File: src/rtl/adder_operand_pipe.sv
// Two-stage elastic pipeline around an external 32-bit combinational adder.
// Stage 1 holds the operands that drive the adder; stage 2 holds the result, flags and a handoff count.
module adder_operand_pipe #(
  parameter int WIDTH = 32,
  parameter int CNT_W = 16
) (
  input  logic             clk,
  input  logic             rst_n,
  input  logic             in_valid,
  output logic             in_ready,
  input  logic [WIDTH-1:0] in_a,
  input  logic [WIDTH-1:0] in_b,
  input  logic             in_cin,
  output logic [WIDTH-1:0] add_a,
  output logic [WIDTH-1:0] add_b,
  output logic             add_cin,
  input  logic [WIDTH-1:0] add_s,
  input  logic             add_cout,
  output logic             out_valid,
  input  logic             out_ready,
  output logic [WIDTH-1:0] out_sum,
  output logic             out_cout,
  output logic             out_ovf,
  output logic             out_zero,
  output logic [CNT_W-1:0] ops_count
);

  // Valid/ready: a transfer occurs on a rising edge where valid && ready are both high;
  // the source holds its data stable while valid && !ready, and ready never looks at valid.
  logic             s1_valid_q, s1_valid_d;
  logic [WIDTH-1:0] a_q, a_d, b_q, b_d;
  logic             cin_q, cin_d;
  logic             out_valid_q, out_valid_d;
  logic [WIDTH-1:0] sum_q, sum_d;
  logic             cout_q, cout_d;
  logic             ovf_q, ovf_d;
  logic             zero_q, zero_d;
  logic [CNT_W-1:0] cnt_q, cnt_d;

  logic s2_free;
  logic in_fire;
  logic out_fire;
  logic s1_move;

  assign s2_free  = !out_valid_q || out_ready;
  assign in_ready = !s1_valid_q || s2_free;
  assign in_fire  = in_valid && in_ready;
  assign out_fire = out_valid_q && out_ready;
  assign s1_move  = s1_valid_q && s2_free;

  always_comb begin
    s1_valid_d = s1_valid_q;
    a_d        = a_q;
    b_d        = b_q;
    cin_d      = cin_q;
    if (in_fire) begin
      a_d        = in_a;
      b_d        = in_b;
      cin_d      = in_cin;
      s1_valid_d = 1'b1;
    end else if (s2_free) begin
      s1_valid_d = 1'b0;
    end
  end

  // Signed overflow: operands agree in sign but the sum does not; carry-in only acts through add_s.
  always_comb begin
    out_valid_d = out_valid_q;
    sum_d       = sum_q;
    cout_d      = cout_q;
    ovf_d       = ovf_q;
    zero_d      = zero_q;
    if (s1_move) begin
      sum_d       = add_s;
      cout_d      = add_cout;
      zero_d      = (add_s == '0);
      ovf_d       = (a_q[WIDTH-1] == b_q[WIDTH-1]) && (add_s[WIDTH-1] != a_q[WIDTH-1]);
      out_valid_d = 1'b1;
    end else if (out_ready) begin
      out_valid_d = 1'b0;
    end
  end

  always_comb begin
    cnt_d = cnt_q;
    if (out_fire && (cnt_q != '1)) begin
      cnt_d = cnt_q + CNT_W'(1);
    end
  end

  always_ff @(posedge clk) begin
    if (!rst_n) begin
      s1_valid_q  <= 1'b0;
      a_q         <= '0;
      b_q         <= '0;
      cin_q       <= 1'b0;
      out_valid_q <= 1'b0;
      sum_q       <= '0;
      cout_q      <= 1'b0;
      ovf_q       <= 1'b0;
      zero_q      <= 1'b0;
      cnt_q       <= '0;
    end else begin
      s1_valid_q  <= s1_valid_d;
      a_q         <= a_d;
      b_q         <= b_d;
      cin_q       <= cin_d;
      out_valid_q <= out_valid_d;
      sum_q       <= sum_d;
      cout_q      <= cout_d;
      ovf_q       <= ovf_d;
      zero_q      <= zero_d;
      cnt_q       <= cnt_d;
    end
  end

  assign add_a     = a_q;
  assign add_b     = b_q;
  assign add_cin   = cin_q;
  assign out_valid = out_valid_q;
  assign out_sum   = sum_q;
  assign out_cout  = cout_q;
  assign out_ovf   = ovf_q;
  assign out_zero  = zero_q;
  assign ops_count = cnt_q;

endmodule

File: config.mk
export PLATFORM = sky130hd
export DESIGN_NAME = adder_operand_pipe
export DESIGN_NICKNAME = d
export VERILOG_FILES = /design/src/rtl/adder_operand_pipe.sv
export SDC_FILE = /design/constraint.sdc
export NUM_CORES = 1
export LEC_CHECK = 0
export CORE_MARGIN = 2
export CORE_UTILIZATION = 40
export CTS_CLUSTER_SIZE = 12
export DETAILED_ROUTE_END_ITERATION = 8
export PLACE_DENSITY = 0.82
export SETUP_SLACK_MARGIN = 0.4
export SYNTH_ARGS = -nofsm -noshare
export SYNTH_HDL_FRONTEND = slang
export SYNTH_SLANG_ARGS = --single-unit
File: constraint.sdc
create_clock -name clk -period 2.25 [get_ports clk]
set_input_delay 0.45 -clock clk [delete_from_list [all_inputs] [get_ports clk]]
set_output_delay 0.45 -clock clk [all_outputs]
set_load 0.02 [all_outputs]
==> results_dict.tcl, run 1 <==
set metrics [dict create \
    status "completed" \
    die-area_sq_um 11800 \
    dp_hpwl_mm 9.63 \
    netlist_area_sq_um 4390 \
    gp_congestion 0.841 \
    worstPathArrival_ns 1.32 \
    ys_seq_elements 118 \
    worstMarginPinSlew_ns 0.624 \
    slew_headroom_pct 58.0 \
    synth_nets 660 \
    clk_pin_slew_ns 0.06 \
    synth_top_family_by_area "simple AND/OR/NAND/NOR gates" \
    clock_latency_ns 0.51 \
    synth_compound_area_share_pct 15.3 \
    core-area_sq_um 10800 \
    drt_iter0_markers 289 \
    clock_sinks 118 \
    tns_ns 0 \
    hold_violations 0 \
    synth_fa_ha_area_share_pct 0.285 \
    grt_usage_pct 22.2 \
    ys_types 31 \
    die_x_microns 109 \
    fin_util_pct 67.3 \
    cpLargestDelayFamily "flip-flops" \
    ys_async_sr_fraction_pct 0 \
    area_growth_pct 65.5 \
    post_drt_via_cell_ratio 5.07 \
    drive_gt1_share_pct 7.25 \
    fin_nets 876 \
    clock_path_buffers 2 \
    path_cells "dlygate4sd2_1" \
    wl_per_cell_microns 14.4 \
    avgSynthCellArea_sq_um 7.88 \
    vias 4695 \
    numPortBuffers 219 \
    fin_skew_ns 0.00568 \
    cts_made_buffers 17 \
    max_cap_violations 0 \
    cts_tree "done" \
    fp.dieH_microns 109 \
    diodes 0 \
    grt_pass1_vias 4467 \
    start_kind "flop" \
    drc 0 \
    wl_mm 13.4 \
    hold_path.class "reg2reg" \
    slowest_stage "dfxtp_1" \
    cp-end-kind "primary output" \
    postSynthCellCount 557 \
    synthMuxAreaShare_pct 0.228 \
    timing.fmax_ghz 0.565 \
    drt_first_pass_iters 8 \
    htree_levels 4 \
    ys.flop_type "dfxtp_1" \
    antenna_found_initial 0 \
    critical_path_required_ns 1.80 \
    pin_count 220 \
    period_needed_ns 1.77 \
    fill_cells 906 \
    rows 38 \
    synth_edf_count 0 \
    ctsRootBufferMaster "clkbuf_8" \
    start_util_pct 40.6 \
    synth-xor-area-share_pct 0 \
    maxSlewViolCount 0 \
    synth-simple-area-share_pct 26.8 \
    grt_overflow 0 \
    rsz0062_at_grt "yes" \
    seq_area_frac_synth_pct 53.9 \
    vdd_ir_drop_max_v 0.000363 \
    leakagePower_nw 3.18 \
    grt_max_degree 69 \
    crit_buf_inv 1 \
    finalSetupViolCount 0 \
    cp_max_fo 7 \
    ys_warn_count 0 \
    grt_pass1_wl_mm 20.7 \
    setup.worst_path.class "reg2out" \
    critPathMaxStageDelay_ns 0.45 \
    min_period_over_period_pct 78.7 \
    power_density_nw_per_um2 785 \
    ant_nets 0 \
]
[per-stage QoR]
step                hold WS, ns  setup slack, ns  cell area (sq um)  power, mW  std cells
finish                    0.449            0.479               7260       5.70        926
global route              0.467            0.386               7260       5.92        926
global placement          0.441           0.0983               6780       3.03        894
detailed placement        0.446           0.0865               6780       3.05        894
floorplan                 0.496            0.484               4390       2.59        557
CTS                       0.451            0.355               7250       5.76        926
[cell families after synthesis]
group | count (synthesis)
fa+ha+maj | 1
mux | 1
compound gates | 129
buf+inv | 39
flops | 118
simple gates | 269
[flip-flops by register name (all words and copies together), names as in the netlist]
register	flops
out_cout	1
out_sum	32
out_valid	1
add_b	32
s1_valid_q	1
out_zero	1
add_a	32
out_ovf	1
add_cin	1
ops_count	16
[Yosys cell counts (3+ instances only)]
cell      count  area (sq um)
clkbuf_1     25          93.8
nand3b_1      3          22.5
nor4_1       11          68.8
dfxtp_1     118          2360
o21ai_0       6          30.0
buf_2         7          35.0
or4_1         6          45.0
nand3_1       7          35.0
o31ai_1       6          45.0
nand2_1     206           773
or3_1         8          50.1
a21oi_1     114           571
nand4_1       5          31.3
buf_1         4          15.0
nor3_1        3          15.0
nor2_1        6          22.5
[power by group]
part           internal [mW]  switching [mW]  total, mW
registers               2.19          0.0478       2.24
logic                  0.330           0.364      0.694
clock network           1.88           0.887       2.76
total                   4.40            1.30       5.70
[cells in the final DEF, fill, tap and decap left out, types with 6 or more instances in the layout]
cell type          n
nand2_1          205
dlygate4sd2_1    116
dfxtp_1          115
a21oi_1          113
clkdlybuf4s50_1  101
clkbuf_16         16
nor4_1            11
buf_4             10
nand3_1            7
or3_1              7
nor2_1             6
o31ai_1            6
or4_1              6
o21ai_0            6
[cell type report]
cell class                      count  area [sq um]  share of cell area [%]
Sequential cell                   118          2370                    32.6
Timing Repair Buffer              233          2200                    30.3
Tap cell                          140           175                    2.41
Inverter                            3          12.5                   0.172
Multi-Input combinational cell    400          1890                    26.1
Clock inverter                      9           148                    2.03
Clock buffer                       23           467                    6.43
[worst paths after layout]
path / from / to / slack, ns / cells past startpoint
worst max register to register: ops_count[1] / ops_count[10] / 0.48 / 5
worst min register to register: add_b[24] / add_b[24] / 0.45 / 2
worst max-delay path: ops_count[4] / ops_count[4] / 0.48 / 1
worst min-delay path: add_b[24] / add_b[24] / 0.45 / 2
[timing repair]
| item | CTS | global route |
|---|---|---|
| setup endpoints to repair | 119 | 8 |
| buffers inserted | 0 | 0 |
| endpoints found under the hold margin | 0 | 0 |
| hold buffers | 0 | 0 |
| resized for setup | 119 | 7 |
| gates cloned | 0 | 0 |
[per-layer routing]
layer	vias up	track usage (%)	routed length, microns
met5	-	0	0
li1	2316	-	-
met3	20	8.37	1280
met1	2167	23.8	5020
met4	0	7.97	205
met2	192	39.9	6870
No activity file was read; power rests on OpenSTA's default activity.
==> run 2, diff against run 1 <==
--- a/config.mk
+++ b/config.mk
@@ -6,10 +6,10 @@
 export NUM_CORES = 1
 export LEC_CHECK = 0
 export CORE_MARGIN = 2
-export CORE_UTILIZATION = 40
+export CORE_UTILIZATION = 36
 export CTS_CLUSTER_SIZE = 12
 export DETAILED_ROUTE_END_ITERATION = 8
-export PLACE_DENSITY = 0.82
+export PLACE_DENSITY = 0.78
 export SETUP_SLACK_MARGIN = 0.4
 export SYNTH_ARGS = -nofsm -noshare
 export SYNTH_HDL_FRONTEND = slang
==> constraint.sdc (replaced) <==
create_clock -name clk -period 1.6 [get_ports clk]
set_input_delay 0.32 -clock clk [delete_from_list [all_inputs] [get_ports clk]]
set_output_delay 0.32 -clock clk [all_outputs]
set_load 0.02 [all_outputs]
==> run 2 against run 1 <==
The run now ends with negative setup slack left. Sequential power grew 42%. Count of clock-buffer cells in the layout is the same. Cell count grew 8.7%. Combinational power grew to 2.6 times the previous value. Global-route usage grew 0.41 points. Clock skew grew 0.0059 ns. Critical endpoint is now ops_count[1]. Largest power group unchanged.
==> results_dict.tcl, run 2 (synthesized netlist as in run 1, its figures left out) <==
set metrics [dict create \
    status "complete, but fails checks" \
    violations "negative setup slack" \
    clock_sinks 118 \
    pin_count 220 \
    worstPathArrival_ns 2.00 \
    fin_skew_ns 0.0116 \
    htree_levels 4 \
    grt_usage_pct 22.6 \
    p_sw_share_pct 26.6 \
    r2r_slack_ns -0.07 \
    fin_ws_ns -0.0740 \
    clock_latency_ns 0.42 \
    vias 5558 \
    gp_congestion 0.808 \
    grt_overflow 0 \
    pre_cts_ws_ns -0.444 \
    drt_first_pass_iters 5 \
    r2r_cells 6 \
    clock_path_buffers 2 \
    start_util_pct 36.7 \
    diodes 0 \
    ant_nets 0 \
    worstMarginPinSlew_ns 0.520 \
    die-area_sq_um 13100 \
    drt_iter0_markers 330 \
    power_density_nw_per_um2 865 \
    grt_pass1_vias 4966 \
    post_drt_via_cell_ratio 5.52 \
    rsz0062_at_grt "yes" \
    mostFrequentLayoutCells "129 x buf_6, 106 x nand2_4, 99 x a21oi_2" \
    comb_power_share_pct 20.0 \
    hold_violations 0 \
    start_kind "flop" \
    hold_buffers 0 \
    holdWs_ns 0.220 \
    drive_gt1_share_pct 70.9 \
    r2r-start "ops_count[0]" \
    timing.rr.end "ops_count[1]" \
    cts_made_buffers 17 \
    hold_end "out_sum[4]" \
    period_needed_ns 1.67 \
    fill_cells 546 \
    finalPower_mw 8.85 \
    hold_path.class "in2reg" \
    numPortBuffers 219 \
    timing.fmax_ghz 0.597 \
    finalSetupViolCount 8 \
    whs_path_depth 3 \
    slew_headroom_pct 65.3 \
    dp_hpwl_mm 10.0 \
    die_x_microns 114 \
    final_common_cell "buf_6" \
    max_cap_violations 0 \
    wl_per_cell_microns 21.4 \
    critical_path_required_ns 1.92 \
    power.internal_mw 6.50 \
    ctsRootBufferMaster "clkbuf_16" \
    setup.worst_path.class "reg2reg" \
    drc 0 \
    cts_tree "done" \
    rows 40 \
    worstHoldStart "add_s[4]" \
    power_frac_clock_pct 44.0 \
    antenna_found_initial 0 \
    cp-end-kind "flop" \
    tns_ns -0.244 \
    area_growth_pct 133 \
    seqPwrFrac_pct 36.1 \
    p_sw_mw 2.36 \
    fp.dieH_microns 114 \
    grt_max_degree 57 \
    min_period_over_period_pct 105 \
    leakagePower_nw 4.55 \
    maxSlewViolCount 0 \
    fin_nets 950 \
    cp_max_fo 5 \
    vdd_ir_drop_max_v 0.000638 \
    wl_mm 21.5 \
    clk_pin_slew_ns 0.06 \
    grt_pass1_wl_mm 23.5 \
    core-area_sq_um 12000 \
]
-- run 2: repair_timing --
action	4_1_cts	5_1_grt
setup buffers	13	24
pin swaps	21	214
setup endpoints to repair	234	196
gates resized for setup	825	415
gates cloned	3	14
-- run 2: power by group through the flow --
stage / logic [mW] / clock network, mW / registers (mW)
2_1_floorplan: 0.306 / 0 / 3.36
3_3_place_gp: 1.10 / 0 / 3.20
3_5_place_dp: 1.12 / 0 / 3.21
4_1_cts: 1.22 / 3.88 / 3.19
5_1_grt: 1.84 / 4.04 / 3.20
6_report: 1.77 / 3.89 / 3.19
-- run 2: stage by stage --
step                area (sq um)  cells  util (%)
finish                     10200   1007      85.6
detailed placement          7080    921      59.2
floorplan                   4600    557         -
global placement            7080    921      59.2
CTS                         8210    969      68.6
global route               10200   1007      85.6
-- run 2: worst max path at each step --
stage                       from            end  slack, ns  cells past startpoint
detailed placement     out_ready  ops_count[15]      -0.44                      6
global route        ops_count[1]   ops_count[1]      -0.17                      6
finish              ops_count[0]   ops_count[1]      -0.07                      6
floorplan           ops_count[1]  ops_count[10]       0.02                      5
CTS                 ops_count[0]  ops_count[10]       0.02                      5
global placement       out_ready  ops_count[10]      -0.40                      5
-- run 2: cell type report --
| class | count | area [sq um] | share of cell area (%) |
|---|---|---|---|
| clock buffers | 23 | 509 | 4.98 |
| flip-flops and latches | 118 | 2560 | 25.0 |
| well taps | 147 | 184 | 1.80 |
| multi-input cells | 400 | 3320 | 32.5 |
| clock inverters | 9 | 95.1 | 0.929 |
| repair buffers | 307 | 3550 | 34.7 |
| inverters | 3 | 12.5 | 0.122 |
-- run 2: critical path, cell delays in order, from the launching register on --
cell,delay (ns)
dfxtp_4,0.36
ha_4,0.16
nand4_1,0.15
nor4_4,0.45
buf_4,0.20
o21ai_0,0.09
a21oi_1,0.17
-- run 2: layer usage --
layer  GRT usage, %  routed length, microns
met1           24.4                    7540
met2           41.0                   11600
met3           6.46                    1400
met4           10.1                    1000
met5              0                       0
==> run 3, diff against run 2 <==
--- a/config.mk
+++ b/config.mk
@@ -7,7 +7,6 @@
 export LEC_CHECK = 0
 export CORE_MARGIN = 2
 export CORE_UTILIZATION = 36
-export CTS_CLUSTER_SIZE = 12
 export DETAILED_ROUTE_END_ITERATION = 8
 export PLACE_DENSITY = 0.78
 export SETUP_SLACK_MARGIN = 0.4
==> results of run 3 <==
Final layout, timing and power as in run 2 (identical DEF).
